### src/rtl/uart_boot_loader_if.sv
// Instruction-memory write port driven by the UART boot loader.
// The loader is the master; the memory grants one request per cycle.
interface uart_boot_loader_if #(
    parameter int ADDR_W = 12
);
    logic              mem_req_o;
    logic [ADDR_W-1:0] mem_addr_o;
    logic [31:0]       mem_wdata_o;
    logic              mem_gnt_i;

    modport master (
        output mem_req_o,
        output mem_addr_o,
        output mem_wdata_o,
        input  mem_gnt_i
    );

    modport slave (
        input  mem_req_o,
        input  mem_addr_o,
        input  mem_wdata_o,
        output mem_gnt_i
    );
endinterface

### src/rtl/uart_boot_loader.sv
// Packs UART boot bytes (LSB first) into words, writes them to IMEM
// and holds the core in reset until the terminator word arrives.
module uart_boot_loader #(
    parameter int          ADDR_W         = 12,
    parameter logic [31:0] TERMINATOR     = 32'h00000FFF,
    parameter int          TIMEOUT_CYCLES = 4096
) (
    input  logic              clk_i,
    input  logic              rst_ni,
    input  logic              rx_valid_i,
    input  logic [7:0]        rx_data_i,
    uart_boot_loader_if.master mem,
    output logic              core_rst_no,
    output logic              boot_done_o,
    output logic              boot_err_o,
    output logic [ADDR_W:0]   word_count_o
);

    localparam int TW = $clog2(TIMEOUT_CYCLES);
    localparam logic [TW-1:0] TMO_LAST = TW'(TIMEOUT_CYCLES - 1);
    localparam logic [ADDR_W:0] CAP = {1'b1, {ADDR_W{1'b0}}};

    typedef enum logic [1:0] {
        S_BOOT,
        S_DRAIN,
        S_DONE,
        S_ERR
    } state_e;

    state_e state_q, state_d;

    logic [1:0]        byte_idx_q;
    logic [23:0]       asm_q;
    logic [TW-1:0]     tmo_q;
    logic              req_q;
    logic [ADDR_W-1:0] addr_q;
    logic [31:0]       wdata_q;
    logic [ADDR_W:0]   cnt_q;
    logic              done_q;
    logic              err_q;

    logic              gnt_hit;
    logic              busy;
    logic              in_boot;
    logic              word_done;
    logic              issue;
    logic [31:0]       word;
    logic [ADDR_W:0]   cnt_eff;

    assign gnt_hit   = req_q & mem.mem_gnt_i;
    assign busy      = req_q & ~mem.mem_gnt_i;
    assign cnt_eff   = cnt_q + {{ADDR_W{1'b0}}, gnt_hit};
    assign in_boot   = (state_q == S_BOOT);
    assign word      = {rx_data_i, asm_q};
    assign word_done = in_boot & rx_valid_i & (byte_idx_q == 2'd3);

    // A grant in the completing cycle frees the slot and advances the address.
    always_comb begin
        state_d = state_q;
        issue   = 1'b0;
        unique case (state_q)
            S_BOOT: begin
                if (word_done) begin
                    if (word == TERMINATOR)
                        state_d = busy ? S_DRAIN : S_DONE;
                    else if (busy)
                        state_d = S_ERR;
                    else if (cnt_eff == CAP)
                        state_d = S_ERR;
                    else
                        issue = 1'b1;
                end
            end
            S_DRAIN: begin
                if (gnt_hit)
                    state_d = S_DONE;
            end
            default: ;
        endcase
    end

    always_ff @(posedge clk_i or negedge rst_ni) begin
        if (!rst_ni) begin
            state_q <= S_BOOT;
            done_q  <= 1'b0;
            err_q   <= 1'b0;
        end else begin
            state_q <= state_d;
            done_q  <= (state_d == S_DONE);
            err_q   <= (state_d == S_ERR);
        end
    end

    always_ff @(posedge clk_i or negedge rst_ni) begin
        if (!rst_ni) begin
            byte_idx_q <= 2'd0;
            asm_q      <= 24'd0;
            tmo_q      <= '0;
        end else if (in_boot) begin
            if (rx_valid_i) begin
                tmo_q      <= '0;
                byte_idx_q <= byte_idx_q + 2'd1;
                if (byte_idx_q != 2'd3)
                    asm_q[{byte_idx_q, 3'b000} +: 8] <= rx_data_i;
            end else if (byte_idx_q != 2'd0) begin
                if (tmo_q == TMO_LAST) begin
                    byte_idx_q <= 2'd0;
                    tmo_q      <= '0;
                    asm_q      <= 24'd0;
                end else begin
                    tmo_q <= tmo_q + 1'b1;
                end
            end
        end
    end

    always_ff @(posedge clk_i or negedge rst_ni) begin
        if (!rst_ni) begin
            req_q   <= 1'b0;
            addr_q  <= '0;
            wdata_q <= 32'd0;
            cnt_q   <= '0;
        end else begin
            cnt_q <= cnt_eff;
            if (issue) begin
                req_q   <= 1'b1;
                addr_q  <= cnt_eff[ADDR_W-1:0];
                wdata_q <= word;
            end else if (gnt_hit) begin
                req_q <= 1'b0;
            end
        end
    end

    assign mem.mem_req_o   = req_q;
    assign mem.mem_addr_o  = addr_q;
    assign mem.mem_wdata_o = wdata_q;
    assign core_rst_no     = done_q;
    assign boot_done_o     = done_q;
    assign boot_err_o      = err_q;
    assign word_count_o    = cnt_q;

endmodule

### src/flat_wrapper.sv
// flat-port wrapper written by rule: the top's interface ports become plain ports
module uart_boot_loader_flat 
#(
    parameter int          ADDR_W         = 12,
    parameter logic [31:0] TERMINATOR     = 32'h00000FFF,
    parameter int          TIMEOUT_CYCLES = 4096
)
  (clk_i, rst_ni, rx_valid_i, rx_data_i, core_rst_no, boot_done_o, boot_err_o, word_count_o, mem_mem_req_o, mem_mem_addr_o, mem_mem_wdata_o, mem_mem_gnt_i);
  uart_boot_loader_if #(.ADDR_W(ADDR_W)) mem_i ();
  input  logic clk_i;
  input  logic rst_ni;
  input  logic rx_valid_i;
  input  logic [7:0] rx_data_i;
  output logic core_rst_no;
  output logic boot_done_o;
  output logic boot_err_o;
  output logic [ADDR_W:0] word_count_o;
  output wire logic [$bits(mem_i.mem_req_o)-1:0] mem_mem_req_o;
  output wire logic [$bits(mem_i.mem_addr_o)-1:0] mem_mem_addr_o;
  output wire logic [$bits(mem_i.mem_wdata_o)-1:0] mem_mem_wdata_o;
  input wire logic [$bits(mem_i.mem_gnt_i)-1:0] mem_mem_gnt_i;
  assign mem_mem_req_o = mem_i.mem_req_o;
  assign mem_mem_addr_o = mem_i.mem_addr_o;
  assign mem_mem_wdata_o = mem_i.mem_wdata_o;
  assign mem_i.mem_gnt_i = mem_mem_gnt_i;
  uart_boot_loader #(.ADDR_W(ADDR_W), .TERMINATOR(TERMINATOR), .TIMEOUT_CYCLES(TIMEOUT_CYCLES)) u_core (.clk_i(clk_i), .rst_ni(rst_ni), .rx_valid_i(rx_valid_i), .rx_data_i(rx_data_i), .mem(mem_i), .core_rst_no(core_rst_no), .boot_done_o(boot_done_o), .boot_err_o(boot_err_o), .word_count_o(word_count_o));
endmodule
### config.mk
export PLATFORM = sky130hd
export DESIGN_NAME = uart_boot_loader_flat
export DESIGN_NICKNAME = d
export VERILOG_FILES = /design/src/rtl/uart_boot_loader_if.sv /design/src/rtl/uart_boot_loader.sv /design/src/flat_wrapper.sv
export SDC_FILE = /design/constraint.sdc
export NUM_CORES = 1
export LEC_CHECK = 0
export ABC_CLOCK_PERIOD_IN_PS = 2900
export CAP_MARGIN = 20
export CORE_UTILIZATION = 40
export DETAILED_ROUTE_END_ITERATION = 6
export DONT_BUFFER_PORTS = 1
export PLACE_DENSITY = 0.58
export SLEW_MARGIN = 20
export SYNTH_ARGS = -nofsm -noshare
export SYNTH_HDL_FRONTEND = slang
export SYNTH_SLANG_ARGS = --single-unit
### constraint.sdc
create_clock -name clk_i -period 2.9 [get_ports clk_i]
set_input_delay 0.29 -clock clk_i [delete_from_list [all_inputs] [get_ports clk_i]]
set_output_delay 0.29 -clock clk_i [all_outputs]
set_load 0.01 [all_outputs]
* Word-level counts from Yosys, hierarchy flattened *
Index checks and enable logic that the tools add are counted.

operators by class
  add/sub/neg operators = 4
  equality and inequality tests = 9
  shifts and indexed selects = 2
  mux-type cells = 25
  bitwise operators = 5
  reductions and logical operators = 8

operators by type and width
  kind                                                   number
  two-way mux 24 bit                                     4
  two-way mux 12 bit                                     3
  == test 32 x 12 -> 1 bit (second input constant)       1
  bitwise mux 24 bit                                     1
  variable shift 8 x 7 -> 24 bit (first input constant)  1
  variable part select 8 x 7 -> 24 bit                   1
  two-way mux 2 bit                                      9
  adder 13 x 1 -> 13 bit                                 1
  == test 13 bit (second input constant)                 1
  adder 12 x 1 -> 12 bit (second input constant)         1
  == test 12 bit (second input constant)                 1
  nonzero test 2 bit                                     4
  two-way mux 1 bit                                      7
  negator 5 -> 7 bit                                     1
  == test 2 bit (second input constant)                  3
  AND 1 bit                                              4
  case mux 2 bit (2 select lines)                        1
  AND reduction 4 bit                                    1
  AND reduction 3 bit                                    1
  adder 2 x 1 -> 2 bit (second input constant)           1
  == test 2 x 1 -> 1 bit (second input constant)         1
  logical NOT 2 bit                                      1
  != test 2 x 1 -> 1 bit (second input constant)         1
  != test 2 bit (second input constant)                  1
  2 further kinds                                        2

storage, ports and cells
  register bits after elaboration = 100
  input bits = 12
  word-level logic and storage cells = 63

* Longest topological paths before layout *
Gate-level depths: netlist of the first run.

  depth after elaboration = 9
  gate-level depth with buffers = 12
  mapped depth without buffers = 10

* Worst setup path after synthesis of the first run *
No wires, ideal clock.

  path kind = reg-to-reg
  start point = reg u_core.req_q, in the netlist u_core.mem.mem_req_o
  end point = reg u_core.addr_q[10], in the netlist u_core.mem.mem_addr_o[10]
  setup time = 125 ps
  arrival time = 2,833 ps
  data required time = 2,775 ps
  slack = -58 ps
  stages on the path, launching flop included = 12
  period minus slack after synthesis = 2,958 ps
  path through = dfrtp_1 -> and2_1 -> ha_1 -> ha_1 -> nand4_1 -> o32a_1 -> a2111oi_4 -> o2111ai_2 -> and3_1 -> buf_6 -> buf_12 -> mux2_4

on the way
  cells in the longest elaborated chain, start to end = 8

RTL lines
  item                      line                     RTL
  start: declaration        uart_boot_loader.sv:35   logic req_q;
  start signal: assignment  uart_boot_loader.sv:119  req_q <= 1'b0;
  start signal: assignment  uart_boot_loader.sv:126  req_q <= 1'b1;
  start signal: assignment  uart_boot_loader.sv:130  req_q <= 1'b0;
  AND 1 bit                 uart_boot_loader.sv:50   assign gnt_hit = req_q & mem.mem_gnt_i;
  adder 13 x 1 -> 13 bit    uart_boot_loader.sv:52   assign cnt_eff = cnt_q + {{ADDR_W{1'b0}}, gnt_hit};
  == test 13 bit            uart_boot_loader.sv:68   else if (cnt_eff == CAP)
  two-way mux 1 bit         uart_boot_loader.sv:68
  two-way mux 1 bit         uart_boot_loader.sv:66   else if (busy)
  two-way mux 1 bit         uart_boot_loader.sv:64   if (word == TERMINATOR)
  two-way mux 1 bit         uart_boot_loader.sv:63   if (word_done) begin
  two-way mux 1 bit         uart_boot_loader.sv:61   unique case (state_q)
  end signal: assignment    uart_boot_loader.sv:127  addr_q <= cnt_eff[ADDR_W-1:0];
  end: declaration          uart_boot_loader.sv:36   logic [ADDR_W-1:0] addr_q;

Several ways; a longest one is shown, not always the timed one.
A chain may end at the register's enable or synchronous reset.

* Final worst setup path of the first run *
  start point = reg u_core.req_q, in the netlist u_core.mem.mem_req_o
  end point = reg u_core.wdata_q[28], in the netlist u_core.mem.mem_wdata_o[28]

on the way
  cells in the longest elaborated chain, start to end = 8

RTL lines
  item                    line                     RTL
  AND 1 bit               uart_boot_loader.sv:50
  adder 13 x 1 -> 13 bit  uart_boot_loader.sv:52
  == test 13 bit          uart_boot_loader.sv:68
  two-way mux 1 bit       uart_boot_loader.sv:68
  two-way mux 1 bit *     uart_boot_loader.sv:66
  two-way mux 1 bit *     uart_boot_loader.sv:64
  two-way mux 1 bit *     uart_boot_loader.sv:63
  two-way mux 1 bit *     uart_boot_loader.sv:61
  end signal: assignment  uart_boot_loader.sv:128  wdata_q <= word;
  end: declaration        uart_boot_loader.sv:37   logic [31:0] wdata_q;

Every way passes the cells marked *; elsewhere a longest branch is shown, timed or not.

==> impl_metrics.env, run 1 <==
export IMPL_cts_setup_buffers=0
export IMPL_dp_cells=537
export IMPL_clockBufferDepth=2
export IMPL_initial_core_util_pct=41.9
export IMPL_critPathRequiredTime_ns=3.14
export IMPL_grt_pass1_vias=2835
export IMPL_min_period_over_period_pct=93.0
export IMPL_peakVddDrop_mv=0.299
export IMPL_run_status="finished, final reports clean"
export IMPL_pin_count=73
export IMPL_rsz0062_at_grt="false"
export IMPL_syn_to_final_growth_pct=12.5
export IMPL_hold_class="input pin to flip-flop"
export IMPL_grt_first_pass_wirelength_mm=15.1
export IMPL_cts_reportedPaths_clkPinSlew_ns=0.07
export IMPL_cap_violations=0
export IMPL_die_area_sq_um=12000
export IMPL_hpwl_mm=6.50
export IMPL_drive_above_1_share_pct=21.0
export IMPL_vias_per_cell=5.15
export IMPL_cts_made_buffers=9
export IMPL_fin_nets=429
export IMPL_drc=0
export IMPL_yosys_most_used_dff="dfrtp_1"
export IMPL_grt_max_degree=101
export IMPL_dieWidth_um=110
export IMPL_grt_busiest_layer="met2"
export IMPL_met3_usage_pct=4.45
export IMPL_clk_latency_ns=0.35
export IMPL_use_met1_pct=22.5
export IMPL_crit_path_start_kind="flip-flop"
export IMPL_postSynthNetCount=415
export IMPL_drt_iter0_markers=207
export IMPL_stdcell_count=555
export IMPL_ys_seq_area_share_pct=53.9
export IMPL_cp_arrival_ns=2.93
export IMPL_cts_sinks=100
export IMPL_grt_ovfl_total=0
export IMPL_dieHeight_um=110
export IMPL_leakagePower_nw=2.33
export IMPL_synthArstFlopShare_pct=100
export IMPL_met2_usage_pct=25.2
export IMPL_power_density_nw_per_um2=830
export IMPL_avgSynthCellArea_sq_um=11.7
export IMPL_nFillCells=994
export IMPL_drtPass1Iterations=4
export IMPL_synth_edf_count=0
export IMPL_port_buffer_count=0
export IMPL_worstPathMaxFanout=26
export IMPL_clock_fmax_mhz=371
export IMPL_tightest_slew_ns=0.783
export IMPL_num_rows=38
export IMPL_antenna_found_initial=0
export IMPL_vias=2861
export IMPL_p_total_w=0.00433
export IMPL_htree_levels=3
export IMPL_synth_cell_types=44
export IMPL_postRouteAntennaNets=0
export IMPL_wl_mm=9.38
export IMPL_endpoint_kind="flip-flop"
export IMPL_cts_root_buf="clkbuf_16"
export IMPL_drv_slew=0
export IMPL_wl_per_cell_um=16.9
export IMPL_period_minus_slack_ns=2.70
export IMPL_core_area_sq_um=11100
export IMPL_grt_usage_pct=16.8
export IMPL_critical_path_class="flip-flop to flip-flop"
export IMPL_finalSetupTns_ns=0
export IMPL_place_gp_congestion=0.794
export IMPL_relSlewSlack_pct=47.4
export IMPL_ys_ff_latch=100
export IMPL_cts_tree="done"
export IMPL_num_antenna_cells=0
export IMPL_finalSetupViolCount=0
export IMPL_finalHoldViolCount=0
export IMPL_syn_area_sq_um=4640
export IMPL_skew_ns=0.0110
export IMPL_hold_slack_ns=0.0667
export IMPL_syn_instance_count=396
export IMPL_synth_warnings=0
-- kinds of logic (layout without fill, tap and decap cells) --
| logic type | Yosys count | count (layout) | synth area share, % |
|---|---|---|---|
| xor gates and xnor gates | 19 | 19 | 3.58 |
| buffers and inverters | 22 | 41 | 3.67 |
| adders and majority gates | 7 | 7 | 1.89 |
| AOI/OAI and AO/OA | 60 | 60 | 7.87 |
| muxes | 44 | 44 | 13.9 |
| DFF | 100 | 100 | 53.9 |
| and+or+nand+nor | 144 | 144 | 15.2 |
-- cells in the mapped netlist (all sizes together), types with 2 or more instances --
cell,number,share of area [%]
ha,7,1.9
buf,8,2.5
nor2b,3,0.40
clkbuf,6,0.49
dfrtp,100,54
a21oi,11,1.2
and4,5,0.97
nand2,70,5.7
mux2,44,14
a211oi,2,0.32
and2,4,0.54
nor3,5,0.78
xor2,7,1.3
and3,3,0.40
nand2b,2,0.27
nor4,6,0.81
xnor2,12,2.3
o21bai,2,0.32
nand4,9,1.5
nor2,22,1.8
nand3,10,1.1
a21o,2,0.35
o21ai,37,4.0
inv,8,0.65
-- worst paths after layout --
kind                       cells past startpoint  slack, ns                        startpoint                                      to
max reg2reg                                   10       0.20  u_core.mem.mem_req_o$_DFFE_PN0P_  u_core.mem.mem_wdata_o[28]$_DFFE_PN0P_
max in group asynchronous                      2       1.98                            rst_ni             u_core.tmo_q[6]$_DFFE_PN0P_
min in group asynchronous                      2       0.53                            rst_ni       u_core.word_count_o[12]$_DFF_PN0_
max                                           10       0.20  u_core.mem.mem_req_o$_DFFE_PN0P_  u_core.mem.mem_wdata_o[28]$_DFFE_PN0P_
min                                            2       0.07                      rx_data_i[5]            u_core.asm_q[13]$_DFFE_PN0P_
min reg2reg                                    2       0.51       u_core.asm_q[7]$_DFFE_PN0P_             u_core.asm_q[7]$_DFFE_PN0P_
-- routing by layer --
layer,vias to the layer above,wire (um)
met4,0,154
met1,1389,4390
li1,1400,-
met3,11,482
met2,61,4360
met5,-,0
-- worst max-delay path, cell delays in order, from the launching register on --
cell and delay (ns):
dfrtp_1 0.37, and2_1 0.20, ha_4 0.20, ha_4 0.19, nor4_1 0.22, o21bai_1 0.16
a2111oi_4 0.34, o2111ai_2 0.17, and3_4 0.23, buf_12 0.17, mux2_4 0.32
-- cell usage in the layout (no fill, tap or decap), drive strengths merged, types with 2 or more instances in the layout --
cell type	n
dfrtp	100
nand2	70
mux2	44
o21ai	37
nor2	22
buf	16
xnor2	12
a21oi	11
nand3	10
clkbuf	10
nand4	9
inv	9
xor2	7
ha	7
nor4	6
and4	5
nor3	5
and2	4
nor2b	3
bufinv	3
and3	3
o21bai	2
nand2b	2
a211oi	2
a21o	2
-- registers in the layout, summed over array words and instances (netlist names), named ones only --
name / flops
u_core.boot_done_o: 1
u_core.tmo_q: 12
u_core.mem.mem_req_o: 1
u_core.byte_idx_q: 2
u_core.boot_err_o: 1
u_core.mem.mem_addr_o: 12
u_core.state_q: 1
u_core.mem.mem_wdata_o: 32
u_core.word_count_o: 13
u_core.asm_q: 24
-- power breakdown --
group	leakage (nW)	total [W]	switching [W]	internal, W
sequential	1.35	0.00195	0.000317	0.00164
combinational	0.821	0.00100	0.000495	0.000507
clock	0.163	0.00138	0.000533	0.000845
-- repair_timing --
| action | in CTS | in global routing |
|---|---|---|
| setup endpoints to repair | 0 | 44 |
| hold buffers | 2 | 0 |
| endpoints found under the hold margin | 100 | 0 |
| resized for setup | 0 | 3 |
-- cell type report --
| class | instances | area [sq um] | share of cell area [%] |
|---|---|---|---|
| Clock inverter | 6 | 111 | 2.13 |
| Inverter | 8 | 30.0 | 0.575 |
| Tap cell | 140 | 175 | 3.35 |
| Clock buffer | 10 | 229 | 4.38 |
| Sequential cell | 100 | 2500 | 47.9 |
| Timing Repair Buffer | 17 | 175 | 3.35 |
| Multi-Input combinational cell | 274 | 2000 | 38.3 |
-- metrics by stage --
step	area, sq um	worst slack, ns	util [%]
after floorplan	4650	0.0346	-
after CTS	5200	0.0480	46.9
after global routing	5220	0.0477	47.1
after detailed placement	4820	0.0578	43.5
final	5220	0.202	47.1
after global placement	4820	0.152	43.5
No activity file was read; power rests on OpenSTA's default activity.
==> inputs of run 2 (changes only) <==
CAP_MARGIN = 10   (was 20)
MAX_ROUTING_LAYER = met4   (was unset)
==> run 2 against run 1 <==
Effect of this change: maximum frequency about the same; hold slack gained 0.0048 ns; sequential share of layout area unchanged; critical path depth unchanged; sequential power about the same; wire length down 0.55%; flip-flop and latch count is the same; critical path type unchanged.
==> impl_metrics.env, run 2 (synthesis results as in run 1) <==
export IMPL_tightest_slew_ns=0.771
export IMPL_antenna_found_initial=0
export IMPL_p_sw_w=0.00134
export IMPL_num_rows=38
export IMPL_grt_first_pass_wirelength_mm=15.1
export IMPL_worstPathMaxFanout=26
export IMPL_vias_per_cell=5.14
export IMPL_cts_root_buf="clkbuf_16"
export IMPL_dieHeight_um=110
export IMPL_pin_count=73
export IMPL_clockBufferDepth=2
export IMPL_rsz0062_at_grt="false"
export IMPL_finalHoldViolCount=0
export IMPL_cts_sinks=100
export IMPL_port_buffer_count=0
export IMPL_grt_ovfl_total=0
export IMPL_crit_path_start_kind="flip-flop"
export IMPL_relSlewSlack_pct=48.2
export IMPL_place_gp_congestion=0.805
export IMPL_vias=2854
export IMPL_largest_reg_flops=32
export IMPL_utilization_pct=47.1
export IMPL_hpwl_mm=6.50
export IMPL_drive_above_1_share_pct=21.0
export IMPL_dieWidth_um=110
export IMPL_p_seq_share_pct=45.1
export IMPL_mostFrequentLayoutCell="dfrtp_1"
export IMPL_cts_made_buffers=9
export IMPL_power_density_nw_per_um2=829
export IMPL_p_total_w=0.00433
export IMPL_initial_core_util_pct=41.9
export IMPL_cts_reportedPaths_clkPinSlew_ns=0.07
export IMPL_cap_violations=0
export IMPL_grt_usage_pct=17.2
export IMPL_pwr_share_comb_pct=23.1
export IMPL_layout_common_cells="100 x dfrtp_1, 69 x nand2_1, 40 x mux2_4"
export IMPL_dp_cells=537
export IMPL_fin_nets=429
export IMPL_cts_tree="done"
export IMPL_finalSetupTns_ns=0
export IMPL_run_status="finished, final reports clean"
export IMPL_nFillCells=994
export IMPL_drtPass1Iterations=4
export IMPL_clk_latency_ns=0.35
export IMPL_skew_ns=0.00954
export IMPL_grt_max_degree=101
export IMPL_clock_fmax_mhz=371
export IMPL_stdcell_count=555
export IMPL_critPathRequiredTime_ns=3.13
export IMPL_peakVddDrop_mv=0.299
export IMPL_postRouteAntennaNets=0
export IMPL_hold_class="input pin to flip-flop"
export IMPL_swShare_pct=31.0
export IMPL_htree_levels=3
export IMPL_cts_setup_buffers=0
export IMPL_period_minus_slack_ns=2.70
export IMPL_drt_iter0_markers=206
export IMPL_die_area_sq_um=12000
export IMPL_drv_slew=0
export IMPL_num_antenna_cells=0
export IMPL_p_clk_share_pct=31.8
export IMPL_power_internal_w=0.00299
export IMPL_grt_pass1_vias=2840
export IMPL_finalSetupViolCount=0
export IMPL_min_period_over_period_pct=93.0
export IMPL_endpoint_kind="flip-flop"
export IMPL_critical_path_class="flip-flop to flip-flop"
export IMPL_syn_to_final_growth_pct=12.5
export IMPL_core_area_sq_um=11100
export IMPL_leakagePower_nw=2.33
export IMPL_wl_per_cell_um=16.8
export IMPL_drc=0
export IMPL_cp_arrival_ns=2.93
export IMPL_wl_mm=9.33
[run 2: cell counts in the layout (fill, tap and decap cells not counted)]
Identical to the previous run, type by type.
[run 2: through the flow]
step           worst slack, ns  hold WS [ns]  cell area [sq um]
2_1_floorplan           0.0346      -0.00559               4650
3_3_place_gp             0.152      -0.00362               4820
3_5_place_dp            0.0578      -0.00280               4820
4_1_cts                 0.0480        0.0608               5200
5_1_grt                 0.0477        0.0648               5220
6_report                 0.203        0.0716               5220
[run 2: worst max-delay path, stage by stage, from the launching register on]
cell and delay [ns]:
dfrtp_1 0.37, and2_1 0.20, ha_4 0.20, ha_4 0.19, nor4_1 0.22, o21bai_1 0.16
a2111oi_4 0.34, o2111ai_2 0.17, and3_4 0.23, buf_12 0.17, mux2_4 0.32
[run 2: metal layers]
metal	global-route usage [%]	up-vias	share of wire, %
li1	-	1399	-
met1	22.9	1385	47
met2	25.1	57	47
met3	3.97	13	4.4
met4	7.52	0	1.9
met5	-	-	0
[run 2: path summary, 6_finish.rpt]
path / startpoint / end / slack [ns] / cells past startpoint
worst min-delay path: rx_data_i[5] / u_core.asm_q[13]$_DFFE_PN0P_ / 0.07 / 2
worst max register to register: u_core.mem.mem_req_o$_DFFE_PN0P_ / u_core.mem.mem_wdata_o[28]$_DFFE_PN0P_ / 0.20 / 10
worst min register to register: u_core.asm_q[7]$_DFFE_PN0P_ / u_core.asm_q[7]$_DFFE_PN0P_ / 0.51 / 2
min in group asynchronous: rst_ni / u_core.word_count_o[12]$_DFF_PN0_ / 0.53 / 2
max in group asynchronous: rst_ni / u_core.tmo_q[11]$_DFFE_PN0P_ / 1.97 / 2
worst max-delay path: u_core.mem.mem_req_o$_DFFE_PN0P_ / u_core.mem.mem_wdata_o[28]$_DFFE_PN0P_ / 0.20 / 10
[run 2: layout make-up]
class | count | area [sq um] | share of cell area [%]
well taps | 140 | 175 | 3.35
repair buffers | 17 | 175 | 3.35
clock inverters | 6 | 111 | 2.13
multi-input cells | 274 | 2000 | 38.3
flip-flops and latches | 100 | 2500 | 47.9
clock buffers | 10 | 229 | 4.38
inverters | 8 | 30.0 | 0.575
[run 2: repair_timing]
action                     CTS  global route
setup endpoints to repair    0            44
hold endpoints to repair   100             0
hold buffers                 2             0
gates resized for setup      0             3
[run 2: power by group through the flow]
stage	combinational [W]	clock, W	sequential, W
after floorplan	0.000829	0	0.00189
after detailed placement	0.000945	0	0.00197
after global placement	0.000917	0	0.00196
final	0.00100	0.00138	0.00195
after global routing	0.00110	0.00145	0.00199
after CTS	0.000987	0.00140	0.00195
==> inputs of run 3 (changes only) <==
CTS_BUF_LIST = sky130_fd_sc_hd__clkbuf_4   (was unset)
==> run 3 against run 2 <==
Effect of this change: core utilization shrank 0.54 points; wire length grew 3.3%; power decreased by 10%; via count grew 2.0%; register-to-register slack got worse by 0.03 ns; design area is 1.2% lower; flip-flop and latch count unchanged; first-iteration DRC count shrank 7.3%; sequential share of layout area rose by 0.56 points; final cell count grew 1.8%; setup slack got worse by 0.032 ns.
==> impl_metrics.env, run 3 (synthesis results as in run 1) <==
export IMPL_drv_slew=0
export IMPL_syn_to_final_growth_pct=11.2
export IMPL_use_met1_pct=23.8
export IMPL_pin_count=73
export IMPL_vias_per_cell=5.15
export IMPL_cts_root_buf="clkbuf_4"
export IMPL_critPathRequiredTime_ns=3.24
export IMPL_clockBufferDepth=2
export IMPL_wl_mm=9.64
export IMPL_finalSetupViolCount=0
export IMPL_cts_reportedPaths_clkPinSlew_ns=0.15
export IMPL_layout_common_cells="100 x dfrtp_1, 69 x nand2_1, 40 x mux2_4"
export IMPL_initial_core_util_pct=41.9
export IMPL_crit_path_max_incr_delay_ns=0.36
export IMPL_core_area_sq_um=11100
export IMPL_leakagePower_nw=2.31
export IMPL_crit_buf_inv=2
export IMPL_hp_start="rx_valid_i"
export IMPL_crit_path_start_kind="flip-flop"
export IMPL_grt_busiest_layer="met2"
export IMPL_antenna_found_initial=0
export IMPL_skew_ns=0.0179
export IMPL_hpwl_mm=6.50
export IMPL_critPathTopFamily="simple AND/OR/NAND/NOR gates"
export IMPL_relSlewSlack_pct=46.4
export IMPL_min_period_over_period_pct=94.1
export IMPL_peakVddDrop_mv=0.265
export IMPL_vias=2912
export IMPL_endpoint_kind="flip-flop"
export IMPL_reg2regPathDepth=11
export IMPL_grt_pass1_vias=2882
export IMPL_cts_sinks=100
export IMPL_hold_class="input pin to flip-flop"
export IMPL_dp_cells=537
export IMPL_met3_usage_pct=3.44
export IMPL_critical_path_class="flip-flop to flip-flop"
export IMPL_critPathSlowestCell="dfrtp_1"
export IMPL_dieWidth_um=110
export IMPL_final_area_sq_um=5160
export IMPL_clock_fmax_mhz=366
export IMPL_port_buffer_count=0
export IMPL_num_antenna_cells=0
export IMPL_finalHoldViolCount=0
export IMPL_postRouteAntennaNets=0
export IMPL_met2_usage_pct=25.7
export IMPL_place_gp_congestion=0.805
export IMPL_cap_violations=0
export IMPL_fin_nets=439
export IMPL_clk_latency_ns=0.44
export IMPL_period_minus_slack_ns=2.73
export IMPL_wl_per_cell_um=17.1
export IMPL_htree_levels=3
export IMPL_hold_path_cell_count=3
export IMPL_tightest_slew_ns=0.798
export IMPL_stdcell_count=565
export IMPL_drtPass1Iterations=4
export IMPL_cp_arrival_ns=3.07
export IMPL_path_common_cell="ha_4"
export IMPL_grt_ovfl_total=0
export IMPL_fin_ws_ns=0.171
export IMPL_reg2reg_to="u_core.mem.mem_wdata_o[17]$_DFFE_PN0P_"
export IMPL_path_cells="and2_1 > ha_4 > ha_4 > nand4_1 > buf_4 > o32a_1 > a2111oi_4 > o2111ai_2 > and3_2 > buf_12 > mux2_4"
export IMPL_largest_reg_flops=32
export IMPL_rsz0062_at_grt="false"
export IMPL_mostFrequentLayoutCell="dfrtp_1"
export IMPL_num_rows=38
export IMPL_hold_path_end="u_core.asm_q[23]$_DFFE_PN0P_"
export IMPL_worstPathMaxFanout=26
export IMPL_place_area_sq_um=4820
export IMPL_rr_startpoint="u_core.mem.mem_req_o$_DFFE_PN0P_"
export IMPL_p_total_w=0.00388
export IMPL_grt_max_degree=101
export IMPL_drc=0
export IMPL_grt_usage_pct=17.5
export IMPL_drive_above_1_share_pct=20.9
export IMPL_drt_iter0_markers=191
export IMPL_dp_slack_ns=0.0578
export IMPL_cts_tree="done"
export IMPL_dieHeight_um=110
export IMPL_cts_made_buffers=9
export IMPL_run_status="finished, final reports clean"
export IMPL_power_density_nw_per_um2=752
export IMPL_finalSetupTns_ns=0
export IMPL_r2r_setup_slack_ns=0.17
export IMPL_grt_first_pass_wirelength_mm=15.4
export IMPL_die_area_sq_um=12000
[run 3: worst max path at each step]
stage / start / to / slack [ns] / cells after the start
after global placement: u_core.mem.mem_req_o$_DFFE_PN0P_ / u_core.mem.mem_wdata_o[27]$_DFFE_PN0P_ / 0.15 / 11
after floorplan: u_core.mem.mem_req_o$_DFFE_PN0P_ / u_core.mem.mem_addr_o[10]$_DFFE_PN0P_ / 0.03 / 11
final: u_core.mem.mem_req_o$_DFFE_PN0P_ / u_core.mem.mem_wdata_o[17]$_DFFE_PN0P_ / 0.17 / 11
after detailed placement: u_core.mem.mem_req_o$_DFFE_PN0P_ / u_core.mem.mem_wdata_o[28]$_DFFE_PN0P_ / 0.06 / 11
after CTS: u_core.mem.mem_req_o$_DFFE_PN0P_ / u_core.mem.mem_wdata_o[28]$_DFFE_PN0P_ / 0.04 / 11
after global routing: u_core.mem.mem_req_o$_DFFE_PN0P_ / u_core.mem.mem_addr_o[8]$_DFFE_PN0P_ / 0.03 / 11
[run 3: cell type report]
class                   count  area, sq um
well taps                 140          175
clock inverters             6          111
inverters                   8         30.0
repair buffers             27          273
flip-flops and latches    100         2500
fillers                  1016         5920
clock buffers              10         75.1
multi-input cells         274         2000
[run 3: power by group]
group | leakage, nW | internal (W) | switching [W]
combinational | 0.864 | 0.000513 | 0.000503
sequential | 1.35 | 0.00163 | 0.000315
clock | 0.0970 | 0.000448 | 0.000471
[run 3: stage by stage]
step | hold WS [ns] | util (%)
after floorplan | -0.00559 | -
after global placement | -0.00362 | 43.5
after detailed placement | -0.00280 | 43.5
after CTS | 0.00394 | 46.4
after global routing | 0.00562 | 46.6
final | 0.0406 | 46.6
[run 3: repair_timing]
action	CTS	global route
endpoints found under the hold margin	134	0
buffers inserted	0	1
endpoints found under the setup margin	0	44
hold buffers	11	0
gates resized for setup	0	2
[run 3: worst reg2reg max path, stage by stage, from the launching register on]
cell and delay, ns:
dfrtp_1 0.36, and2_1 0.19, ha_4 0.20, ha_4 0.18
nand4_1 0.16, buf_4 0.19, o32a_1 0.19, a2111oi_4 0.22
o2111ai_2 0.16, and3_2 0.27, buf_12 0.19, mux2_4 0.33
[run 3: routing by layer]
metal | part of all wire, % | routed length, um | up-vias
met5 | 0 | 0 | -
met4 | 1.0 | 100 | 0
met3 | 4.4 | 424 | 8
met2 | 47 | 4540 | 64
met1 | 47 | 4570 | 1423
li1 | - | - | 1417
